==> config.mk <==
export PLATFORM = sky130hd
export DESIGN_NAME = can_tx_frame
export DESIGN_NICKNAME = d
export VERILOG_FILES = /design/src/rtl/can_tx_frame.sv
export SDC_FILE = /design/constraint.sdc
export NUM_CORES = 1
export LEC_CHECK = 0
export CORE_ASPECT_RATIO = 0.5
export CORE_MARGIN = 1
export CORE_UTILIZATION = 45
export CTS_CLUSTER_DIAMETER = 120
export DETAILED_ROUTE_END_ITERATION = 8
export GPL_ROUTABILITY_DRIVEN = 0
export HOLD_SLACK_MARGIN = 0.06
export PLACE_DENSITY = 0.71
export REMOVE_ABC_BUFFERS = 1
export SLEW_MARGIN = 20
export SYNTH_ARGS = -nofsm -noshare
export SYNTH_HDL_FRONTEND = slang
export SYNTH_SLANG_ARGS = --single-unit
export TNS_END_PERCENT = 20
==> constraint.sdc <==
create_clock -name clk -period 9.35 [get_ports clk]
set_input_delay 1.87 -clock clk [delete_from_list [all_inputs] [get_ports clk]]
set_output_delay 1.87 -clock clk [all_outputs]
set_load 0.02 [all_outputs]
==> src/rtl/can_tx_frame.sv <==
// can_tx_frame: CAN 2.0A base-frame transmitter (11-bit identifier).
// Serialises SOF..IFS on tx with bit stuffing and CRC-15. Each bit lasts BIT_DIV clocks.
// Optional build macro CAN_TX_ACK_CHECK_EN: samples rx in the ACK slot and flags
// ack_err when nobody drove the bus dominant. Without it, ack_err is tied low and rx is ignored.
module can_tx_frame #(
   parameter int BIT_DIV  = 4,
   parameter int IFS_BITS = 3
) (
   input  logic        clk,
   input  logic        rst_n,
   input  logic        start,
   input  logic [10:0] id,
   input  logic        rtr,
   input  logic [3:0]  dlc,
   input  logic [63:0] data,
   input  logic        rx,
   output logic        tx,
   output logic        busy,
   output logic        done,
   output logic        ack_err,
   output logic [14:0] crc_out
);

   localparam int              DIV_W    = (BIT_DIV > 1) ? $clog2(BIT_DIV) : 1;
   localparam logic [DIV_W-1:0] DIV_LAST = DIV_W'(BIT_DIV - 1);
   localparam logic [DIV_W-1:0] DIV_MID  = DIV_W'(BIT_DIV / 2);
   localparam logic [6:0]       IFS_LAST = 7'(IFS_BITS - 1);
   localparam logic [14:0]      CRC_POLY = 15'h4599;

   typedef enum logic [3:0] {
      ST_IDLE,
      ST_SOF,
      ST_ARB,
      ST_CTRL,
      ST_DATA,
      ST_CRC,
      ST_CRC_DEL,
      ST_ACK,
      ST_ACK_DEL,
      ST_EOF,
      ST_IFS
   } state_t;

   state_t state;
   state_t state_nxt;

   // Frame fields captured when a start is accepted
   logic [10:0] id_l;
   logic        rtr_l;
   logic [3:0]  dlc_l;
   logic [63:0] data_l;

   // Bit timing and field position
   logic [DIV_W-1:0] div_cnt;
   logic [6:0]       bit_cnt;
   logic [6:0]       bit_cnt_nxt;
   logic [2:0]       run_cnt;
   logic [14:0]      crc;

   logic        accept;
   logic        bit_end;
   logic        in_stuff_zone;
   logic        stuff_now;
   logic        advance;
   logic        field_last;
   logic [6:0]  field_max;
   logic [3:0]  byte_cnt;
   logic [6:0]  data_bits;
   logic        next_bit;

   logic [11:0] arb_vec;
   logic [5:0]  ctrl_vec;
   logic [3:0]  arb_idx;
   logic [2:0]  ctrl_idx;
   logic [5:0]  data_idx;
   logic [3:0]  crc_idx;

   // One CRC-15 shift step for a single message bit
   function automatic logic [14:0] crc_step(input logic [14:0] c, input logic b);
      logic fb;
      fb = b ^ c[14];
      crc_step = {c[13:0], 1'b0} ^ (fb ? CRC_POLY : 15'h0000);
   endfunction

   assign accept   = (state == ST_IDLE) && start;
   assign bit_end  = (state != ST_IDLE) && (div_cnt == DIV_LAST);
   assign byte_cnt = rtr_l ? 4'd0 : ((dlc_l > 4'd8) ? 4'd8 : dlc_l);
   assign data_bits = {byte_cnt, 3'b000};
   assign arb_vec  = {id_l, rtr_l};
   assign ctrl_vec = {2'b00, dlc_l};

   // state/bit_cnt name the last field bit put on the wire; a stuff bit leaves them
   // unchanged, so a run of 5 ending on the final CRC bit still gets its stuff bit
   // before CRC_DEL.
   assign in_stuff_zone = (state == ST_SOF) || (state == ST_ARB) || (state == ST_CTRL) ||
                          (state == ST_DATA) || (state == ST_CRC);
   assign stuff_now  = bit_end && in_stuff_zone && (run_cnt == 3'd5);
   assign advance    = bit_end && !stuff_now;
   assign field_last = (bit_cnt == field_max);

   // Index of the last bit in the current field
   always_comb begin
      field_max = '0;
      case (state)
         ST_SOF:     field_max = 7'd0;
         ST_ARB:     field_max = 7'd11;
         ST_CTRL:    field_max = 7'd5;
         ST_DATA:    field_max = data_bits - 7'd1;
         ST_CRC:     field_max = 7'd14;
         ST_CRC_DEL: field_max = 7'd0;
         ST_ACK:     field_max = 7'd0;
         ST_ACK_DEL: field_max = 7'd0;
         ST_EOF:     field_max = 7'd6;
         ST_IFS:     field_max = IFS_LAST;
         default:    field_max = 7'd0;
      endcase
   end

   // State register
   always_ff @(posedge clk or negedge rst_n) begin
      if (!rst_n) begin
         state <= ST_IDLE;
      end else begin
         state <= state_nxt;
      end
   end

   // Next state and next field position: step on every non-stuff bit boundary
   always_comb begin
      state_nxt   = state;
      bit_cnt_nxt = bit_cnt;
      if (accept) begin
         state_nxt   = ST_SOF;
         bit_cnt_nxt = '0;
      end else if (advance) begin
         if (field_last) begin
            bit_cnt_nxt = '0;
            case (state)
               ST_SOF:     state_nxt = ST_ARB;
               ST_ARB:     state_nxt = ST_CTRL;
               ST_CTRL:    state_nxt = (byte_cnt == 4'd0) ? ST_CRC : ST_DATA;
               ST_DATA:    state_nxt = ST_CRC;
               ST_CRC:     state_nxt = ST_CRC_DEL;
               ST_CRC_DEL: state_nxt = ST_ACK;
               ST_ACK:     state_nxt = ST_ACK_DEL;
               ST_ACK_DEL: state_nxt = ST_EOF;
               ST_EOF:     state_nxt = ST_IFS;
               ST_IFS:     state_nxt = ST_IDLE;
               default:    state_nxt = ST_IDLE;
            endcase
         end else begin
            bit_cnt_nxt = bit_cnt + 7'd1;
         end
      end
   end

   // Outputs: status flags and the value of the next field bit
   always_comb begin
      busy     = (state != ST_IDLE);
      done     = (state == ST_IFS) && advance && field_last;
      arb_idx  = 4'd11 - bit_cnt_nxt[3:0];
      ctrl_idx = 3'd5 - bit_cnt_nxt[2:0];
      data_idx = 6'd63 - bit_cnt_nxt[5:0];
      crc_idx  = 4'd14 - bit_cnt_nxt[3:0];
      next_bit = 1'b1;
      case (state_nxt)
         ST_SOF:  next_bit = 1'b0;
         ST_ARB:  next_bit = arb_vec[arb_idx];
         ST_CTRL: next_bit = ctrl_vec[ctrl_idx];
         ST_DATA: next_bit = data_l[data_idx];
         ST_CRC:  next_bit = crc[crc_idx];
         default: next_bit = 1'b1;
      endcase
   end

   // Capture the frame fields when a start is accepted; held for the whole frame
   always_ff @(posedge clk or negedge rst_n) begin
      if (!rst_n) begin
         id_l   <= '0;
         rtr_l  <= 1'b0;
         dlc_l  <= '0;
         data_l <= '0;
      end else if (accept) begin
         id_l   <= id;
         rtr_l  <= rtr;
         dlc_l  <= dlc;
         data_l <= data;
      end
   end

   // Bit timing, tx shifting, stuffing run length and CRC accumulation
   always_ff @(posedge clk or negedge rst_n) begin
      if (!rst_n) begin
         div_cnt <= '0;
         bit_cnt <= '0;
         run_cnt <= '0;
         crc     <= '0;
         crc_out <= '0;
         tx      <= 1'b1;
      end else if (accept) begin
         div_cnt <= '0;
         bit_cnt <= '0;
         run_cnt <= 3'd1;
         crc     <= '0;
         tx      <= 1'b0;
      end else if (state != ST_IDLE) begin
         if (bit_end) begin
            div_cnt <= '0;
            bit_cnt <= bit_cnt_nxt;
            if (stuff_now) begin
               tx      <= ~tx;
               run_cnt <= 3'd1;
            end else begin
               tx <= next_bit;
               if (next_bit == tx) begin
                  run_cnt <= (run_cnt == 3'd5) ? 3'd5 : run_cnt + 3'd1;
               end else begin
                  run_cnt <= 3'd1;
               end
               // SOF is always 0 and contributes nothing from a zero seed
               if ((state_nxt == ST_ARB) || (state_nxt == ST_CTRL) || (state_nxt == ST_DATA)) begin
                  crc <= crc_step(crc, next_bit);
               end
               if ((state_nxt == ST_CRC) && (state != ST_CRC)) begin
                  crc_out <= crc;
               end
            end
         end else begin
            div_cnt <= div_cnt + DIV_W'(1);
         end
      end
   end

`ifdef CAN_TX_ACK_CHECK_EN
   // Sample the bus mid ACK bit; recessive means no receiver acknowledged
   always_ff @(posedge clk or negedge rst_n) begin
      if (!rst_n) begin
         ack_err <= 1'b0;
      end else if (accept) begin
         ack_err <= 1'b0;
      end else if ((state == ST_ACK) && (div_cnt == DIV_MID) && rx) begin
         ack_err <= 1'b1;
      end
   end
`else
   logic unused_rx;
   assign unused_rx = rx;
   assign ack_err   = 1'b0;
`endif

endmodule

==> impl_metrics.py, run 1 <==
metrics = {
    "critical_path": {
        "worstRegToRegCells": 14,
        "critical_path_class": "reg2out",
        "crit_fanout": 25,
        "r2r_slack_ns": 3.55,
        "data_required_critical_path_ns": 7.48,
        "timing.critical_path.buf_inv": 1,
        "crit_chain": "nor4b_2, and4b_1, a311oi_1, or2_2, nor3_2, nor4bb_1, clkdlybuf4s50_1",
        "critPathSlowestCell": "dfrtp_1",
        "critical_path.max_stage_delay_ns": 0.85,
        "cp_data_arrival_time_ns": 4.31,
        "timing.rr.end": "run_cnt[1]$_DFFE_PN0P_",
        "crit_path_end_kind": "output pin",
        "first_element_of_the_critical_path": "state[2]$_DFF_PN0_",
        "crit_family": "simple AND/OR/NAND/NOR gates",
        "worst_r2r_startpoint": "state[2]$_DFF_PN0_",
        "cp-start-kind": "flop",
    },
    "clock_tree": {
        "cts_max_path_buffers": 2,
        "clock_latency_reported_for_the_late_side_of_the_worst_skew_pair_ns": 0.42,
        "cts.reportedPaths.clkPinSlew_ns": 0.06,
        "cts_htree_levels": 4,
        "clock_sink_count": 127,
        "cts-root-buf": "clkbuf_16",
        "postCtsSetupRepairBufs": 0,
        "cts_buffers": 17,
        "cts_tree": "done",
        "cts_repair_resize_count": 0,
        "cts_hold_buffers": 0,
    },
    "synthesis": {
        "synthCells": 848,
        "syn_area_per_cell_um2": 8.55,
        "synthFlopType": "dfrtp_1",
        "synth_area_um2": 7250,
        "ys_warn_count": 0,
        "synth_cell_type_count": 84,
        "synth.ff_latch_count": 127,
        "synth_async_sr_flop_share_pct": 100,
        "synth-seq-area-share_pct": 43.9,
        "synth-edff-count": 0,
    },
    "placed_design": {
        "pre_cts_slack_ns": 3.44,
        "dp_wirelength_um": 12400,
        "io_buffers": 100,
    },
    "floorplan": {
        "die_w_um": 181,
        "die-area_um2": 16600,
        "io-pin-count": 103,
        "initial_utilization_pct": 46.5,
        "num_rows": 32,
        "design.core.area_um2": 15600,
        "die_h_um": 91.7,
    },
    "cells_and_area": {
        "synthToLayoutAreaGrowth_pct": 22.4,
        "fillers": 1340,
        "final_layout_size_suffix_gt1_share_pct": 7.98,
        "multi_input_area_um2": 3720,
        "layout.nets": 1004,
        "regArea_um2": 3180,
        "antenna_cells_inserted": 0,
    },
    "timing": {
        "final-hold-violation-count": 0,
        "min_period_ns": 6.18,
        "rsz_0062_raised_after_global_routing": "no",
        "timing.final.max_slew_violations": 0,
        "skew_ns": 0.0148,
        "finalSetupViolCount": 0,
        "worst_pin_slew_ns": 1.07,
        "max_freq_mhz": 162,
        "layout_setup_ws_ns": 3.17,
        "finalSetupTns_ns": 0,
        "finalCritPeriodShare_pct": 66.1,
        "slew_headroom_pct": 28.5,
    },
    "route": {
        "detailed_routing_iterations_pass_1": 5,
        "dr_total_vias": 6381,
        "drc": 0,
        "wirelength_um": 18300,
        "drt_iter0_markers": 553,
        "wl_per_cell_um": 16.2,
        "via_per_inst": 5.64,
        "postRouteAntennaNets": 0,
    },
    "global_route": {
        "grt_max_degree": 87,
        "groute.usage.overall_pct": 22.6,
        "global_route.overflow_total": 0,
        "grt_antenna_before_repair": 0,
        "vias_in_the_first_global_route": 5958,
        "grt_first_pass_wirelength_um": 30100,
    },
    "pwr": {
        "power_mw": 1.25,
        "max-vdd-ir-drop_uv": 120,
        "powerDensity_nw_per_um2": 141,
        "power.static_leakage_nw": 4.12,
    },
    "hold_path": {
        "min_delay_path_depth": 2,
        "worstHoldStart": "data_l[36]$_DFFE_PN0P_",
        "holdCritPathClass": "reg2reg",
        "whs_endpoint": "data_l[36]$_DFFE_PN0P_",
    },
    "outcome": {
        "status": "complete, no violations",
    },
    "flow_run": {
        "maxCapViolCount": 0,
    },
}
## cell families (layout without fill, tap and decap cells)
kind of cell / count (synthesis) / in the layout / share of synthesized area [%]
AND/OR/NAND/NOR: 431 / 431 / 26.8
AO/OA/AOI/OAI: 143 / 143 / 14.2
flip-flops: 127 / 127 / 43.9
buffers and inverters: 85 / 164 / 4.92
multiplexers: 36 / 36 / 5.71
XOR/XNOR: 19 / 19 / 3.44
adder cells (fa/ha/maj): 6 / 6 / 1.04
other: 1 / 1 / 0.0517
## cell usage after synthesis (8+ instances only)
cell type / number / share of area (%)
nand2_1: 290 / 15
dfrtp_1: 126 / 44
nand3_1: 42 / 2.9
clkbuf_1: 40 / 2.1
o21ai_0: 33 / 2.3
a21oi_1: 24 / 1.7
nor2_1: 24 / 1.2
inv_1: 22 / 1.1
mux2i_1: 20 / 2.8
nor3_1: 14 / 0.97
buf_2: 10 / 0.69
mux2_2: 10 / 1.6
a22o_1: 9 / 1.1
nand4_1: 8 / 0.69
o21ai_1: 8 / 0.55
## worst register-to-register path, stage by stage, from the launching register on
cell	delay, ns
dfrtp_1	0.67
or3_1	0.55
a31oi_1	0.88
buf_4	0.37
xor2_1	0.19
o211ai_2	0.11
buf_4	0.24
inv_2	0.40
ha_1	0.40
mux4_2	0.32
a211o_1	0.31
a41o_1	0.27
a41oi_4	0.50
xor2_2	0.17
a32o_1	0.31
## stage by stage
step                      cell area [um^2]  hold WS [ns]  util [%]  std cells
after floorplan                       6990         0.427         -        789
after global placement                8300         0.442      53.3       1099
after detailed placement              8300         0.449      53.3       1099
after CTS                             8870         0.463      57.0       1131
after global routing                  8870         0.494      57.0       1131
final                                 8870         0.461      57.0       1131
## routing by layer
layer	part of all wire [%]	GRT usage (%)
met5	0	0
met4	1.2	5.72
met3	6.2	5.16
met2	46	34.7
met1	47	32.3
## cell usage in the layout, fill, tap and decap left out, drive strengths merged, types with 6 or more instances in the layout
master / n
a21oi: 24
a22o: 9
a22oi: 7
a31oi: 6
buf: 7
clkbuf: 18
clkdlybuf4s50: 99
dfrtp: 126
ha: 6
inv: 35
mux2: 13
mux2i: 20
nand2: 291
nand3: 42
nand4: 8
nor2: 24
nor3: 15
nor4: 6
o21ai: 41
o31ai: 7
or3: 6
xnor2: 6
xor2: 8
## power breakdown
group / switching (mW) / internal [mW]
sequential: 0 / 0.550
combinational: 0.0158 / 0.0302
clock: 0.279 / 0.376
## worst max path at each step
| stage | endpoint | cells past startpoint | slack (ns) |
|---|---|---|---|
| 6_report | done | 7 | 3.17 |
| 5_1_grt | done | 7 | 2.90 |
| 4_1_cts | done | 7 | 3.22 |
| 3_5_place_dp | run_cnt[1]$_DFFE_PN0P_ | 12 | 3.44 |
| 3_3_place_gp | run_cnt[1]$_DFFE_PN0P_ | 12 | 3.49 |
| 2_1_floorplan | crc[14]$_DFFE_PN0P_ | 10 | 2.40 |
## layout make-up
type,instances,share of cell area (%)
clock buffers,18,4.84
clock inverters,14,1.64
inverters,26,1.13
multi-input cells,636,41.9
flip-flops and latches,127,35.8
well taps,204,2.88
repair buffers,106,11.8
## registers in the layout, summed over array words and instances, names as in the netlist
register  flops
rtr_l         1
id_l         11
bit_cnt       7
crc_out      15
tx            1
state         4
crc          15
run_cnt       3
data_l       64
div_cnt       2
dlc_l         4
Note: power is estimated with default switching activity, not from simulation.
==> run 2: changes to the inputs <==
==> constraint.sdc (replaced) <==
create_clock -name clk -period 6 [get_ports clk]
set_input_delay 1.2 -clock clk [delete_from_list [all_inputs] [get_ports clk]]
set_output_delay 1.2 -clock clk [all_outputs]
set_load 0.02 [all_outputs]
==> impl_metrics.py, run 2 (synthesis results as in run 1) <==
metrics = {
    "timing": {
        "skew_ns": 0.0106,
        "min_period_ns": 5.43,
        "finalCritPeriodShare_pct": 90.5,
        "slew_headroom_pct": 35.0,
        "max_freq_mhz": 184,
        "worst_hold_slack_ns": 0.460,
        "rsz_0062_raised_after_global_routing": "no",
        "timing.final.max_slew_violations": 0,
        "layout_setup_ws_ns": 0.568,
        "finalSetupTns_ns": 0,
        "finalSetupViolCount": 0,
        "final-hold-violation-count": 0,
        "worst_pin_slew_ns": 0.971,
    },
    "floorplan": {
        "die_h_um": 91.7,
        "io-pin-count": 103,
        "num_rows": 32,
        "design.core.area_um2": 15600,
        "die_w_um": 181,
        "initial_utilization_pct": 46.5,
        "die-area_um2": 16600,
    },
    "clock_tree": {
        "cts_hold_buffers": 0,
        "cts_tree": "done",
        "cts-root-buf": "clkbuf_16",
        "cts.reportedPaths.clkPinSlew_ns": 0.06,
        "cts_repair_resize_count": 0,
        "cts_buffers": 17,
        "cts_max_path_buffers": 2,
        "cts_htree_levels": 4,
        "postCtsSetupRepairBufs": 0,
        "clock_sink_count": 127,
        "clock_latency_reported_for_the_late_side_of_the_worst_skew_pair_ns": 0.42,
    },
    "critical_path": {
        "crit_path_end_kind": "output pin",
        "crit_family": "simple AND/OR/NAND/NOR gates",
        "critical_path.max_stage_delay_ns": 0.83,
        "cp_data_arrival_time_ns": 4.23,
        "critical_path_class": "reg2out",
        "cp-start-kind": "flop",
        "critPathSlowestCell": "dfrtp_1",
        "timing.critical_path.buf_inv": 1,
        "crit_fanout": 25,
        "crit_chain": "nor4b_2, and4b_1, a311oi_1, or2_2, nor3_2, nor4bb_1, clkdlybuf4s50_1",
        "data_required_critical_path_ns": 4.80,
    },
    "cells_and_area": {
        "antenna_cells_inserted": 0,
        "fillers": 1379,
        "synthToLayoutAreaGrowth_pct": 23.4,
        "fin_cells": 1138,
        "multi_input_area_um2": 3720,
        "layout.nets": 1011,
        "final_layout_size_suffix_gt1_share_pct": 8.78,
        "final_cell_mix": "289 x nand2_1, 126 x dfrtp_1, 99 x clkdlybuf4s50_1, 42 x nand3_1, 33 x o21ai_0",
        "largest_register_ffs": 64,
        "fin_util_pct": 57.4,
        "largest-register": "data_l",
        "reg.largest.list": "data_l (64), crc (15), crc_out (15)",
        "regArea_um2": 3180,
        "final_common_cell": "nand2_1",
    },
    "global_route": {
        "grt_max_degree": 87,
        "groute.usage.overall_pct": 22.7,
        "global_route.overflow_total": 0,
        "vias_in_the_first_global_route": 5883,
        "grt_first_pass_wirelength_um": 29900,
        "grt_antenna_before_repair": 0,
    },
    "pwr": {
        "powerDensity_nw_per_um2": 216,
        "power.static_leakage_nw": 4.17,
        "max-vdd-ir-drop_uv": 203,
    },
    "route": {
        "detailed_routing_iterations_pass_1": 5,
        "dr_total_vias": 6358,
        "wirelength_um": 18200,
        "drc": 0,
        "postRouteAntennaNets": 0,
        "wl_per_cell_um": 16.0,
        "drt_iter0_markers": 576,
        "via_per_inst": 5.59,
    },
    "placed_design": {
        "pre_cts_slack_ns": 0.671,
        "post-place-cells": 1105,
        "io_buffers": 100,
        "dp_wirelength_um": 12500,
    },
    "flow_run": {
        "maxCapViolCount": 0,
    },
    "outcome": {
        "status": "complete, no violations",
    },
    "hold_path": {
        "holdCritPathClass": "reg2reg",
    },
}
==> run 2: changes by cell type in the layout (fill, tap and decap cells not counted), moves of 2 or more <==
| cell | previous run | this run |
|---|---|---|
| clkinvlp_4 | 3 | 1 |
| clkinv_4 | 1 | 3 |
| inv_8 | 2 | 5 |
| inv_6 | 7 | 4 |
| buf_4 | 7 | 13 |
==> run 2: final timing paths <==
check                                       start  cells past startpoint                endpoint  slack, ns
max                            state[2]$_DFF_PN0_                      7                    done       0.57
min                        data_l[37]$_DFFE_PN0P_                      2  data_l[37]$_DFFE_PN0P_       0.46
max reg2reg                    state[2]$_DFF_PN0_                     16     crc[14]$_DFFE_PN0P_       0.62
min reg2reg                data_l[37]$_DFFE_PN0P_                      2  data_l[37]$_DFFE_PN0P_       0.46
max in group asynchronous                   rst_n                      2     id_l[3]$_DFFE_PN0P_       4.40
min in group asynchronous                   rst_n                      1  crc_out[0]$_DFFE_PN0P_       0.65
==> run 2: power by group <==
| part | internal [mW] | switching, mW | leakage (nW) | total, mW |
|---|---|---|---|---|
| Clock | 0.551 | 0.448 | 0.281 | 0.999 |
| Sequential | 0.856 | 0 | 1.69 | 0.856 |
| Combinational | 0.0491 | 0.0253 | 2.20 | 0.0744 |
| Total | 1.46 | 0.474 | 4.17 | 1.93 |
==> run 2: tightest hold or removal path: cells and delay by family, from the launching register on <==
family        cells  cell delay, ns
simple gates      2            0.11
flops             1            0.32
==> run 2: routing by layer <==
metal / GRT usage [%] / vias up / routed length (um)
met1: 34.0 / 3078 / 8770
met5: 0 / - / 0
met2: 33.8 / 188 / 8210
met4: 6.07 / 0 / 181
met3: 4.01 / 14 / 994
li1: - / 3078 / -
==> run 2: layout make-up <==
class,instances,area share [%]
multi-input combinational,636,41.6
clock inverter,15,1.64
timing repair buffer,113,12.5
inverter,26,1.12
tap,204,2.85
sequential,127,35.6
clock buffer,17,4.76
==> run 2: per-stage QoR <==
| step | area [um^2] | power, mW |
|---|---|---|
| finish | 8940 | 1.93 |
| detailed placement | 8340 | 0.946 |
| CTS | 8910 | 1.95 |
| global route | 8940 | 1.99 |
| global placement | 8340 | 0.945 |
| floorplan | 6990 | 0.874 |
